<file path="src/rtl/clk_mon_pkg.sv">
// Shared types for the clock frequency monitor: window FSM states and the
// per-window frequency verdict.
package clk_mon_pkg;

    typedef enum logic [1:0] {
        IDLE,
        MEASURE,
        REPORT
    } mon_state_e;

    typedef enum logic [1:0] {
        V_NONE,
        V_OK,
        V_FAST,
        V_SLOW
    } verdict_e;

    function automatic verdict_e classify(
        input int unsigned count,
        input int unsigned lo,
        input int unsigned hi
    );
        verdict_e v;
        if (count > hi)
            v = V_FAST;
        else if (count < lo)
            v = V_SLOW;
        else
            v = V_OK;
        return v;
    endfunction

endpackage

</file>
<file path="src/rtl/sync_2ff.sv">
// Two-flop synchronizer for a single asynchronous input, cleared by a
// synchronous active-high reset.
module sync_2ff (
    input  logic clk,
    input  logic rst,
    input  logic d,
    output logic q
);

    logic meta;

    always_ff @(posedge clk) begin
        if (rst) begin
            meta <= 1'b0;
            q    <= 1'b0;
        end else begin
            meta <= d;
            q    <= meta;
        end
    end

endmodule

</file>
<file path="src/rtl/clk_freq_monitor.sv">
// Counts rising edges of mon_clk (sampled as data) over a fixed gate window
// and reports the count with in-range / too-fast / too-slow / stuck verdicts.
module clk_freq_monitor
    import clk_mon_pkg::*;
#(
    parameter  int unsigned GATE_CYCLES  = 64,
    parameter  int unsigned EXP_MIN      = 15,
    parameter  int unsigned EXP_MAX      = 17,
    parameter  int unsigned STUCK_CYCLES = 32,
    localparam int unsigned CW           = $clog2(GATE_CYCLES + 1)
) (
    input  logic          clk,
    input  logic          rst,
    input  logic          en,
    input  logic          mon_clk,
    output logic [CW-1:0] edge_count,
    output logic          valid,
    output logic          freq_ok,
    output logic          too_fast,
    output logic          too_slow,
    output logic          stuck
);

    localparam int unsigned GW = $clog2(GATE_CYCLES);
    localparam int unsigned SW = $clog2(STUCK_CYCLES + 1);
    localparam logic [GW-1:0] GATE_LAST   = GW'(GATE_CYCLES - 1);
    localparam logic [CW-1:0] EDGE_MAX    = '1;
    localparam logic [SW-1:0] STUCK_LIMIT = SW'(STUCK_CYCLES);

    mon_state_e    state;
    logic          mon_sync;
    logic          mon_prev;
    logic          rise;
    logic [GW-1:0] gate_cnt;
    logic [CW-1:0] edge_cnt;
    logic [CW-1:0] edge_inc;
    logic [SW-1:0] idle_cnt;
    verdict_e      verdict;

    sync_2ff u_sync (
        .clk (clk),
        .rst (rst),
        .d   (mon_clk),
        .q   (mon_sync)
    );

    always_ff @(posedge clk) begin
        if (rst)
            mon_prev <= 1'b0;
        else
            mon_prev <= mon_sync;
    end

    assign rise = mon_sync & ~mon_prev;

    always_comb begin
        edge_inc = edge_cnt;
        if (rise && (edge_cnt != EDGE_MAX))
            edge_inc = edge_cnt + CW'(1);
    end

    always_comb begin
        verdict = classify(32'(edge_cnt), EXP_MIN, EXP_MAX);
    end

    // REPORT restarts the edge count with its own rise so no edge is lost
    // between back-to-back windows.
    always_ff @(posedge clk) begin
        if (rst) begin
            state      <= IDLE;
            gate_cnt   <= '0;
            edge_cnt   <= '0;
            edge_count <= '0;
            valid      <= 1'b0;
            freq_ok    <= 1'b0;
            too_fast   <= 1'b0;
            too_slow   <= 1'b0;
        end else begin
            valid <= 1'b0;
            case (state)
                IDLE: begin
                    gate_cnt <= '0;
                    edge_cnt <= '0;
                    if (en)
                        state <= MEASURE;
                end
                MEASURE: begin
                    if (!en) begin
                        state    <= IDLE;
                        gate_cnt <= '0;
                        edge_cnt <= '0;
                    end else begin
                        edge_cnt <= edge_inc;
                        gate_cnt <= gate_cnt + GW'(1);
                        if (gate_cnt == GATE_LAST)
                            state <= REPORT;
                    end
                end
                REPORT: begin
                    edge_count <= edge_cnt;
                    valid      <= 1'b1;
                    freq_ok    <= (verdict == V_OK);
                    too_fast   <= (verdict == V_FAST);
                    too_slow   <= (verdict == V_SLOW);
                    gate_cnt   <= '0;
                    edge_cnt   <= rise ? CW'(1) : '0;
                    state      <= en ? MEASURE : IDLE;
                end
                default: begin
                    state <= IDLE;
                end
            endcase
        end
    end

    always_ff @(posedge clk) begin
        if (rst || !en || rise)
            idle_cnt <= '0;
        else if (idle_cnt != STUCK_LIMIT)
            idle_cnt <= idle_cnt + SW'(1);
    end

    assign stuck = (idle_cnt == STUCK_LIMIT);

endmodule

</file>
<file path="config.mk">
export PLATFORM = sky130hd
export DESIGN_NAME = clk_freq_monitor
export DESIGN_NICKNAME = d
export VERILOG_FILES = /design/src/rtl/clk_mon_pkg.sv /design/src/rtl/sync_2ff.sv /design/src/rtl/clk_freq_monitor.sv
export SDC_FILE = /design/constraint.sdc
export NUM_CORES = 1
export LEC_CHECK = 0
export CORE_ASPECT_RATIO = 0.6
export CORE_MARGIN = 2
export CORE_UTILIZATION = 30
export DETAILED_ROUTE_END_ITERATION = 12
export HOLD_SLACK_MARGIN = 0.06
export PLACE_DENSITY = 0.59
export SETUP_SLACK_MARGIN = 0.4
export SLEW_MARGIN = 20
export SYNTH_ARGS = -nofsm -noshare
export SYNTH_HDL_FRONTEND = slang
export SYNTH_SLANG_ARGS = --single-unit
</file>
<file path="constraint.sdc">
create_clock -name clk -period 1.7 [get_ports clk]
set_clock_uncertainty 0.05 [all_clocks]
set_input_delay 0.17 -clock clk [delete_from_list [all_inputs] [get_ports clk]]
set_output_delay 0.17 -clock clk [all_outputs]
set_load 0.05 [all_outputs]
</file>
==> flow_summary.toml <==
[outcome]
status = "complete, no violations"

[floorplanning]
die_width_um = 101
die_y_um = 62.1
ios = 16
num_rows = 21
start_util_pct = 30.6
core_area_um2 = 5520
dieArea_um2 = 6270

[logic_synthesis]
syn-cell-area_um2 = 1690
synth_edf_count = 0
ys_warn_count = 0
synth_cell_types = 44
synth.area.top_cells = "dfxtp_1 (41%), mux2i_1 (8.3%), ha_1 (7.4%), nor2_1 (5.8%), xnor2_1 (2.6%)"
ys_seq_area_share_pct = 41.5
yosysTopAreaCellShare_pct = 41.5
ys.flop_type = "dfxtp_1"
synth-seq-cells = 35
synthCells = 174
yosys.area.top_type = "dfxtp_1"
yosys-top-cells-count = "dfxtp_1 (35), nor2_1 (26), mux2i_1 (14), ha_1 (10)"
synth_area_per_cell_um2 = 9.71
synth.net_count = 188
synth_most_common_cell = "dfxtp_1"
async_flop_share_pct = 0

[sta]
fmax_mhz = 632
relSlewSlack_pct = 77.3
setup_viol = 0
fin_crit_sh_pct = 93.1
finalMaxSlewViolations = 0
tightest_slew_ns = 0.339
worst_slack_ns = 0.118
setup_tns_ns = 0
rsz0062_at_grt = "true"
hold_ws_ns = 0.393
fin_crit_ns = 1.58
finalHoldViolCount = 0

[cells_and_area]
fin_util_pct = 41.1
final_area_um2 = 2270
nFillCells = 557
drive_gt1_share_pct = 35.9
antennaDiodeCount = 0
final_nets = 222
syn_to_final_growth_pct = 34.2

[global_routing]
grt_max_degree = 16
grt_pass1_wl_um = 6220
antenna_found_initial = 0
grt_overflow_total = 0
grt_pass1_vias = 1290
track_usage_pct = 12.5

[clock_network]
cts_root_buf = "clkbuf_8"
insertion_delay_ns = 0.29
cts_buffer_depth = 2
tritoncts = "done"
cts.sinks = 35
cts_buffers = 5
clk_pin_slew_ns = 0.08
cts_hold_buf = 0
htree_num_levels = 2

[detailed_routing]
drt_first_iter_violations = 61
drc = 0
drt-total-wl_um = 3460
num_vias = 1272
wl_per_cell_um = 12.4
dr.pass1.iters = 4
antenna_left = 0
drt-vias-per-instance = 4.58

[setup_path]
critical_path.max_fanout = 5
cp_data_required_time_ns = 1.83
critPathCaptureType = "flip-flop"
r2r_cells = 5
arrival_ns = 1.71
cp-start-kind = "flip-flop"
critPathKind = "flip-flop to flip-flop"

[flow_run]
drv_cap = 0

[placed_design]
dp_hpwl_um = 2380
io_buffers = 15
dpl_cell_area_um2 = 2020
dp_slack_ns = -0.0393
place_congestion = 0.774

[power]
peakVddDrop_mv = 0.309
p_per_area_nw_per_um2 = 735
p_leak_uw = 0.000904

[hold_path]
whs_path_depth = 1
hold_path_class = "flip-flop to flip-flop"
==> registers in the layout (all words and copies together), names as in the netlist, 2 cells and up <==
name / cells
edge_cnt: 7
edge_count: 7
gate_cnt: 6
idle_cnt: 6
state: 2
==> cells in the final DEF (no fill, tap or decap), drive strengths merged, types with 6 or more instances in the layout <==
master,instances
buf,30
clkbuf,8
dfxtp,35
ha,10
mux2i,14
nand2,6
nand2b,6
nand3,7
nor2,27
nor2b,6
==> final timing paths <==
| path | start | endpoint | slack [ns] |
|---|---|---|---|
| worst max-delay path | state[1] | edge_cnt[2] | 0.12 |
| worst min-delay path | u_sync.meta | u_sync.q | 0.39 |
| worst max register to register | state[1] | edge_cnt[2] | 0.12 |
| worst min register to register | u_sync.meta | u_sync.q | 0.39 |
==> logic make-up (layout without fill, tap and decap cells) <==
logic type / after synthesis / in the layout / synth area share [%]
mux: 14 / 14 / 8.29
fa+ha+maj: 10 / 10 / 7.40
compound gates: 20 / 20 / 9.55
flops: 35 / 35 / 41.5
simple gates: 72 / 72 / 23.4
xor+xnor: 10 / 10 / 5.18
buf+inv: 13 / 48 / 4.74
==> power breakdown <==
part	internal (µW)	switching (µW)	total, µW
sequential	830	9.40	840
clock	370	291	661
combinational	83.2	82.6	166
total	1280	383	1670
==> worst max-delay path, cell delays in order, from the launching register on <==
cell and delay [ns]:
dfxtp_4 0.37, inv_4 0.06, ha_2 0.22, nor3_2 0.06, o31a_2 0.37, a221o_1 0.36
==> what timing repair did <==
item,in CTS,in global routing
gates resized for setup,20,6
setup buffers,8,0
setup endpoints to repair,23,27
pin swaps,11,8
hold endpoints to repair,0,0
==> layout make-up <==
| type | instances | area, µm² | area share [%] |
|---|---|---|---|
| clock buffers | 8 | 100 | 4.41 |
| inverters | 5 | 23.8 | 1.05 |
| multi-input cells | 126 | 1050 | 46.2 |
| flip-flops and latches | 35 | 713 | 31.4 |
| well taps | 69 | 86.3 | 3.81 |
| repair buffers | 35 | 298 | 13.1 |
==> stage by stage <==
step / total power [µW] / cells
2_1_floorplan: 959 / 174
3_3_place_gp: 998 / 262
3_5_place_dp: 997 / 262
4_1_cts: 1690 / 278
5_1_grt: 1740 / 278
6_report: 1670 / 278
==> per-layer routing <==
| layer | track usage (%) | routed length, µm | vias up | share of wire (%) |
|---|---|---|---|---|
| li1 | - | - | 671 | - |
| met1 | 18.8 | 1970 | 573 | 57 |
| met2 | 16.1 | 1290 | 26 | 37 |
| met3 | 4.62 | 183 | 2 | 5.3 |
| met4 | 4.05 | 15 | 0 | 0.43 |
| met5 | 0 | 0 | - | 0 |
Power figures use the tool's default switching activity.
